<file path="src/rtl/mulf_iter.sv">
// rtl/mulf_iter.sv - iterative parametrised floating-point multiplier with valid/ready handshakes
//
// Purpose:
//    Multiplies two IEEE-style floating-point operands of configurable width.
//    The significand product is formed by a shift-add loop that consumes one
//    multiplier bit per cycle, followed by one normalise cycle and one
//    round-to-nearest-even cycle. NaN/Inf/zero operands bypass the loop.
//    Subnormal operands are flushed to zero. Results that overflow become
//    signed infinity, and results that underflow become signed zero.
//
// Ports:
//    clk        in   1   rising-edge clock
//    rst        in   1   synchronous active-high reset
//    in_valid   in   1   operands a/b valid
//    in_ready   out  1   accepting operands (IDLE and not in reset)
//    a, b       in   W   operands {sign, exp, frac}, W = 1+EXP_W+MAN_W
//    out_valid  out  1   s and flags valid
//    out_ready  in   1   consumer takes the result
//    s          out  W   product
//    flag_nan   out  1   NaN result (NaN operand or inf x zero)
//    flag_ovf   out  1   overflow, s forced to signed infinity
//    flag_unf   out  1   underflow, s flushed to signed zero

module mulf_iter #(
   parameter int EXP_W = 8,
   parameter int MAN_W = 23
) (
   input  logic                   clk,
   input  logic                   rst,
   input  logic                   in_valid,
   output logic                   in_ready,
   input  logic [EXP_W+MAN_W:0]   a,
   input  logic [EXP_W+MAN_W:0]   b,
   output logic                   out_valid,
   input  logic                   out_ready,
   output logic [EXP_W+MAN_W:0]   s,
   output logic                   flag_nan,
   output logic                   flag_ovf,
   output logic                   flag_unf
);

   // Significand width including the hidden bit.
   localparam int N  = MAN_W + 1;
   // Exponent register width: two extra bits give headroom for ea+eb and a sign.
   localparam int EW = EXP_W + 2;
   localparam int CW = $clog2(N + 1);

   localparam logic [2:0] S_IDLE  = 3'd0;
   localparam logic [2:0] S_MUL   = 3'd1;
   localparam logic [2:0] S_NORM  = 3'd2;
   localparam logic [2:0] S_ROUND = 3'd3;
   localparam logic [2:0] S_DONE  = 3'd4;

   localparam logic [EXP_W+MAN_W:0]   QNAN     = {1'b0, {EXP_W{1'b1}}, 1'b1, {(MAN_W-1){1'b0}}};
   localparam logic [EXP_W+MAN_W-1:0] INF_MAG  = {{EXP_W{1'b1}}, {MAN_W{1'b0}}};
   localparam logic [EXP_W+MAN_W-1:0] ZERO_MAG = '0;
   localparam logic [EW-1:0]          BIAS_E   = {3'b000, {(EXP_W-1){1'b1}}};
   localparam logic [EW-1:0]          MAX_E    = {2'b00, {EXP_W{1'b1}}};
   localparam logic [EW-1:0]          ONE_E    = {{(EW-1){1'b0}}, 1'b1};
   localparam logic [CW-1:0]          CNT_LAST = CW'(MAN_W);
   localparam logic [CW-1:0]          CNT_ONE  = {{(CW-1){1'b0}}, 1'b1};

   // ------------------------------------------------------------------
   // State and datapath registers
   // ------------------------------------------------------------------
   logic [2:0]           state_q,  state_d;
   logic                 sign_q,   sign_d;
   logic [EW-1:0]        exp_q,    exp_d;
   logic [2*N-1:0]       prod_q,   prod_d;
   logic [N-1:0]         mcand_q,  mcand_d;
   logic [CW-1:0]        cnt_q,    cnt_d;
   logic [MAN_W-1:0]     frac_q,   frac_d;
   logic                 guard_q,  guard_d;
   logic                 sticky_q, sticky_d;
   logic [EXP_W+MAN_W:0] s_q,      s_d;
   logic                 nan_q,    nan_d;
   logic                 ovf_q,    ovf_d;
   logic                 unf_q,    unf_d;

   // ------------------------------------------------------------------
   // Operand classification
   // ------------------------------------------------------------------
   logic [EXP_W-1:0] ea, eb;
   logic [MAN_W-1:0] fa, fb;
   logic             a_nan, a_inf, a_zero;
   logic             b_nan, b_inf, b_zero;
   logic             sign_in;
   logic             special_in;

   always_comb begin
      ea      = a[EXP_W+MAN_W-1:MAN_W];
      eb      = b[EXP_W+MAN_W-1:MAN_W];
      fa      = a[MAN_W-1:0];
      fb      = b[MAN_W-1:0];
      a_nan   = (&ea) & (|fa);
      a_inf   = (&ea) & ~(|fa);
      // exponent zero covers both true zero and subnormals (flush-to-zero)
      a_zero  = ~(|ea);
      b_nan   = (&eb) & (|fb);
      b_inf   = (&eb) & ~(|fb);
      b_zero  = ~(|eb);
      sign_in = a[EXP_W+MAN_W] ^ b[EXP_W+MAN_W];
      special_in = a_nan | b_nan | a_inf | b_inf | a_zero | b_zero;
   end

   // ------------------------------------------------------------------
   // Shift-add step: the multiplier starts in the low half of prod_q and
   // is shifted out as partial sums shift in from the top, so only an
   // N+1-bit adder is needed.
   // ------------------------------------------------------------------
   logic [N:0]     mul_add;
   logic [2*N-1:0] prod_step;

   always_comb begin
      mul_add   = {1'b0, prod_q[2*N-1:N]} + (prod_q[0] ? {1'b0, mcand_q} : '0);
      prod_step = {mul_add, prod_q[N-1:1]};
   end

   // ------------------------------------------------------------------
   // Normalisation: product lies in [1,4), binary point below bit 2N-2.
   // ------------------------------------------------------------------
   logic [MAN_W-1:0] norm_frac;
   logic             norm_guard;
   logic             norm_sticky;
   logic             norm_hi;

   always_comb begin
      norm_hi = prod_q[2*N-1];
      if (norm_hi) begin
         norm_frac   = prod_q[2*N-2:N];
         norm_guard  = prod_q[N-1];
         norm_sticky = |prod_q[N-2:0];
      end else begin
         norm_frac   = prod_q[2*N-3:N-1];
         norm_guard  = prod_q[N-2];
         norm_sticky = |prod_q[N-3:0];
      end
   end

   // ------------------------------------------------------------------
   // Rounding (nearest-even) and range check
   // ------------------------------------------------------------------
   logic             round_up;
   logic [MAN_W:0]   frac_sum;
   logic [EW-1:0]    exp_r;
   logic             is_ovf;
   logic             is_unf;

   always_comb begin
      round_up = guard_q & (sticky_q | frac_q[0]);
      frac_sum = {1'b0, frac_q} + {{MAN_W{1'b0}}, round_up};
      // a carry out of the fraction leaves it all-zero, which is exactly
      // the renormalised 1.0 significand with the exponent bumped
      exp_r    = frac_sum[MAN_W] ? (exp_q + ONE_E) : exp_q;
      is_ovf   = ~exp_r[EW-1] & (exp_r >= MAX_E);
      is_unf   = exp_r[EW-1] | (exp_r == '0);
   end

   // ------------------------------------------------------------------
   // Next-state logic
   // ------------------------------------------------------------------
   always_comb begin
      state_d  = state_q;
      sign_d   = sign_q;
      exp_d    = exp_q;
      prod_d   = prod_q;
      mcand_d  = mcand_q;
      cnt_d    = cnt_q;
      frac_d   = frac_q;
      guard_d  = guard_q;
      sticky_d = sticky_q;
      s_d      = s_q;
      nan_d    = nan_q;
      ovf_d    = ovf_q;
      unf_d    = unf_q;

      case (state_q)
         S_IDLE: begin
            if (in_valid) begin
               nan_d   = 1'b0;
               ovf_d   = 1'b0;
               unf_d   = 1'b0;
               sign_d  = sign_in;
               exp_d   = {2'b00, ea} + {2'b00, eb} - BIAS_E;
               mcand_d = {1'b1, fa};
               prod_d  = {{N{1'b0}}, 1'b1, fb};
               cnt_d   = '0;
               if (special_in) begin
                  state_d = S_DONE;
                  if (a_nan | b_nan | (a_inf & b_zero) | (b_inf & a_zero)) begin
                     s_d   = QNAN;
                     nan_d = 1'b1;
                  end else if (a_inf | b_inf) begin
                     s_d = {sign_in, INF_MAG};
                  end else begin
                     s_d = {sign_in, ZERO_MAG};
                  end
               end else begin
                  state_d = S_MUL;
               end
            end
         end

         S_MUL: begin
            prod_d = prod_step;
            cnt_d  = cnt_q + CNT_ONE;
            if (cnt_q == CNT_LAST) begin
               state_d = S_NORM;
            end
         end

         S_NORM: begin
            frac_d   = norm_frac;
            guard_d  = norm_guard;
            sticky_d = norm_sticky;
            if (norm_hi) begin
               exp_d = exp_q + ONE_E;
            end
            state_d = S_ROUND;
         end

         S_ROUND: begin
            state_d = S_DONE;
            if (is_ovf) begin
               s_d   = {sign_q, INF_MAG};
               ovf_d = 1'b1;
            end else if (is_unf) begin
               s_d   = {sign_q, ZERO_MAG};
               unf_d = 1'b1;
            end else begin
               s_d = {sign_q, exp_r[EXP_W-1:0], frac_sum[MAN_W-1:0]};
            end
         end

         S_DONE: begin
            if (out_ready) begin
               state_d = S_IDLE;
            end
         end

         default: begin
            state_d = S_IDLE;
         end
      endcase
   end

   // ------------------------------------------------------------------
   // Registers
   // ------------------------------------------------------------------
   always_ff @(posedge clk) begin
      if (rst) begin
         state_q  <= S_IDLE;
         sign_q   <= 1'b0;
         exp_q    <= '0;
         prod_q   <= '0;
         mcand_q  <= '0;
         cnt_q    <= '0;
         frac_q   <= '0;
         guard_q  <= 1'b0;
         sticky_q <= 1'b0;
         s_q      <= '0;
         nan_q    <= 1'b0;
         ovf_q    <= 1'b0;
         unf_q    <= 1'b0;
      end else begin
         state_q  <= state_d;
         sign_q   <= sign_d;
         exp_q    <= exp_d;
         prod_q   <= prod_d;
         mcand_q  <= mcand_d;
         cnt_q    <= cnt_d;
         frac_q   <= frac_d;
         guard_q  <= guard_d;
         sticky_q <= sticky_d;
         s_q      <= s_d;
         nan_q    <= nan_d;
         ovf_q    <= ovf_d;
         unf_q    <= unf_d;
      end
   end

   assign in_ready  = (state_q == S_IDLE) && !rst;
   assign out_valid = (state_q == S_DONE);
   assign s         = s_q;
   assign flag_nan  = nan_q;
   assign flag_ovf  = ovf_q;
   assign flag_unf  = unf_q;

endmodule

</file>
<file path="config.mk">
export PLATFORM = sky130hd
export DESIGN_NAME = mulf_iter
export DESIGN_NICKNAME = d
export VERILOG_FILES = /design/src/rtl/mulf_iter.sv
export SDC_FILE = /design/constraint.sdc
export NUM_CORES = 1
export LEC_CHECK = 0
export CAP_MARGIN = 20
export CORE_MARGIN = 5
export CORE_UTILIZATION = 30
export CTS_BUF_LIST = sky130_fd_sc_hd__clkbuf_16
export DETAILED_ROUTE_END_ITERATION = 16
export PLACE_DENSITY = 0.5
export SYNTH_ARGS = -nofsm -noshare
export SYNTH_HDL_FRONTEND = slang
export SYNTH_SLANG_ARGS = --single-unit
</file>
<file path="constraint.sdc">
create_clock -name clk -period 4.1 [get_ports clk]
set_input_delay 0.82 -clock clk [delete_from_list [all_inputs] [get_ports clk]]
set_output_delay 0.82 -clock clk [all_outputs]
set_load 0.05 [all_outputs]
</file>
==> flow_metrics.py <==
metrics = {
    "route": {
        "drtPass1Iterations": 5,
        "drt_first_iter_violations": 387,
        "post_drt_wl_per_cell_um": 15.8,
        "post-route-drc-count": 0,
        "vias": 7858,
        "ant_nets": 0,
        "vias_per_cell": 5.02,
        "wirelength_um": 24600,
    },
    "critical_path": {
        "slowest_stage": "dfxtp_1",
        "rr_worst_depth": 12,
        "cp_common_cell": "o21ai_0",
        "r2r_end": "prod_q[39]",
        "cp-startpoint": "prod_q[0]",
        "rrSetupSlack_ns": 0.81,
        "timing.critical_path.from_type": "flop",
        "cp-endpoint": "prod_q[39]",
        "critPathKind": "flop to flop",
        "crit_arrival_ns": 3.60,
        "worstPathRequired_ns": 4.42,
        "path_cells": "and2_1 -> ha_1 -> inv_1 -> fa_1 -> nor2b_1 -> o21ai_0 -> o21ai_0 -> a211oi_1 -> o41ai_1 -> a31oi_1 -> xnor2_1 -> a22o_1",
        "crit_path_max_incr_delay_ns": 0.59,
        "reg2reg_from": "prod_q[0]",
        "cp-end-kind": "flop",
        "path_max_fanout": 20,
    },
    "power_and_ir_drop": {
        "power_leakage_nw": 3.86,
        "p_int_mw": 2.93,
        "pwr-share-comb_pct": 21.4,
        "p_sw_mw": 1.36,
        "p_sw_share_pct": 31.8,
        "max-vdd-ir-drop_uv": 266,
        "powerDensity_mw_per_mm2": 402,
        "p_seq_share_pct": 41.7,
        "clock_power_share_pct": 36.8,
    },
    "synth": {
        "ys_types": 66,
        "synth_top_cell_area_share_pct": 34.6,
        "synth_area_leaders": "dfxtp_1 (35%), nand2_1 (8.0%), ha_1 (6.2%), nor2_1 (4.6%), a21oi_1 (3.8%)",
        "syn_area_mm2": 0.00873,
        "syn_area_per_cell_um2": 7.93,
        "ys_warn_count": 0,
        "synthFlopType": "dfxtp_1",
        "seq_area_frac_synth_pct": 34.6,
        "syn_nets": 1215,
        "synth_edf_count": 0,
        "syn-instance-count": 1102,
        "synth-seq-cells": 151,
        "async_reset_ff_share_pct": 0,
        "yosysTopAreaCell": "dfxtp_1",
    },
    "placement": {
        "finalWeightedCongestion": 0.865,
        "dp_slack_ns": 0.491,
        "hpwl_um": 18200,
        "placed_cells": 1532,
        "io_buffer_count": 104,
    },
    "sta": {
        "skew_ns": 0.00919,
        "setup_violations": 0,
        "slew_violations": 0,
        "tns_ns": 0,
        "finalCritPeriodShare_pct": 80.1,
        "finalHoldViolations": 0,
        "max_freq_ghz": 0.304,
        "post-route-min-period_ns": 3.29,
        "relSlewSlack_pct": 40.2,
        "worstMarginPinSlew_ns": 0.894,
        "rsz0062_at_grt": "false",
        "setup_slack_ns": 0.814,
    },
    "cts": {
        "cts.reportedPaths.clkPinSlew_ns": 0.06,
        "h-tree-depth": 4,
        "clock_sinks": 151,
        "cts-root-buf": "clkbuf_16",
        "numCtsBuffers": 17,
        "clock_latency_ns": 0.42,
        "cts_tree": "done",
        "holdBufCountCts": 0,
        "cts_setup_buffers": 0,
        "cts-resized-gates": 0,
        "clockBufferDepth": 2,
    },
    "layout": {
        "nets": 1280,
        "drive_gt1_share_pct": 6.86,
        "fill_cells": 3086,
        "antennaDiodeCount": 0,
        "area_growth_syn_to_layout_pct": 22.3,
        "fin_cells": 1564,
    },
    "grt": {
        "grt.total_usage_pct": 15.0,
        "grt_overflow": 0,
        "grt_pass1_wl_um": 40400,
        "grt_pass1_vias": 7523,
        "antenna_found_initial": 0,
        "grt_start_max_net_pins": 118,
    },
    "floorplanning": {
        "dieArea_mm2": 0.0326,
        "die_h_um": 181,
        "io_pins": 105,
        "core_mm2": 0.0287,
        "start_util_pct": 30.4,
        "die-width_um": 181,
        "row_count": 62,
    },
    "run": {
        "maxCapViolations": 0,
    },
    "run_status": {
        "outcome": "completed",
    },
    "min_path": {
        "hold_class": "flop to flop",
    },
}
Yosys cell counts, drive strengths merged, types with 27 or more instances:
master,count
ha,43
nand3,36
a21oi,67
nor2,108
and2,29
o21ai,57
xnor2,33
clkbuf,59
dfxtp,151
xor2,27
nand2,186
a211oi,33
power groups by stage:
stage | Clock [mW] | Sequential, mW | Combinational (mW)
finish | 1.58 | 1.79 | 0.919
global route | 1.69 | 1.82 | 1.03
CTS | 1.62 | 1.79 | 0.928
detailed placement | 0 | 1.82 | 0.925
global placement | 0 | 1.82 | 0.919
floorplan | 0 | 1.76 | 0.664
logic make-up after synthesis:
group	count (synthesis)	share of synthesized area, %
mux	27	3.18
compound gates	263	20.7
flops	151	34.6
xor+xnor	60	6.02
simple gates	460	24.4
buf+inv	96	4.47
fa+ha+maj	45	6.62
worst max-delay path: cells and delay by family, from the launching register on:
kind            cells  cell delay [ns]
xor+xnor            1             0.16
flops               1             0.59
simple gates        2             0.35
buf+inv             1             0.07
fa+ha+maj           2             0.56
compound gates      6             1.44
layout make-up:
type	count	area, um2	share of cell area (%)
clock buffers	17	425	3.98
flip-flops and latches	151	3020	28.3
clock inverters	15	159	1.49
multi-input cells	855	5340	49.9
repair buffers	120	1180	11.0
well taps	384	480	4.50
inverters	22	82.6	0.773
cell usage in the layout, fill, tap and decap left out, types with 4 or more instances in the layout:
cell,count
a21oi_1,67
clkbuf_16,17
xnor2_1,33
a21o_1,12
clkdlybuf4s50_1,103
mux2i_1,24
nor2b_1,5
a211oi_1,33
o21bai_1,6
nor3_1,17
inv_1,22
o21ai_0,38
a31oi_1,12
nand2_1,184
a311oi_1,25
a22oi_1,5
nand4_1,22
nand3_1,36
a22o_1,9
a221oi_1,4
nor2_1,107
and3_1,7
ha_1,43
xor2_1,27
buf_4,15
nand2b_1,4
nor4_1,25
dfxtp_1,151
and2_1,28
o21ai_2,19
clkinv_1,5
metal layers:
metal / track usage (%) / share of wire, % / up-vias / routed length (um)
met5: 0 / 0 / - / 0
met1: 22.7 / 53 / 3574 / 13000
met4: 4.17 / 1.5 / 0 / 359
met3: 2.70 / 4.0 / 20 / 985
met2: 21.6 / 42 / 161 / 10300
li1: - / - / 4103 / -
how the worst min path moves through the flow:
stage / startpoint / endpoint / cells past startpoint
2_1_floorplan: mcand_q[23] / mcand_q[23] / 2
3_3_place_gp: s[27] / s[27] / 2
3_5_place_dp: s[7] / s[7] / 2
4_1_cts: mcand_q[2] / mcand_q[2] / 2
5_1_grt: mcand_q[20] / mcand_q[20] / 2
6_report: mcand_q[6] / mcand_q[6] / 2
flip-flops by register name, indices dropped and copies added (netlist names):
| register | count |
|---|---|
| guard_q | 1 |
| flag_nan | 1 |
| cnt_q | 5 |
| flag_unf | 1 |
| state_q | 3 |
| prod_q | 48 |
| frac_q | 23 |
| exp_q | 10 |
| s | 32 |
| flag_ovf | 1 |
| sign_q | 1 |
| mcand_q | 24 |
| sticky_q | 1 |
metrics by stage:
step                utilization [%]  power (mW)  area [um2]  hold slack [ns]
floorplan                         -        2.42        8730            0.432
global placement               35.1        2.74       10100            0.439
detailed placement             35.2        2.75       10100            0.441
CTS                            37.2        4.34       10700            0.454
global route                   37.2        4.54       10700            0.471
finish                         37.2        4.29       10700            0.449
(Power assumes the default switching activity.)
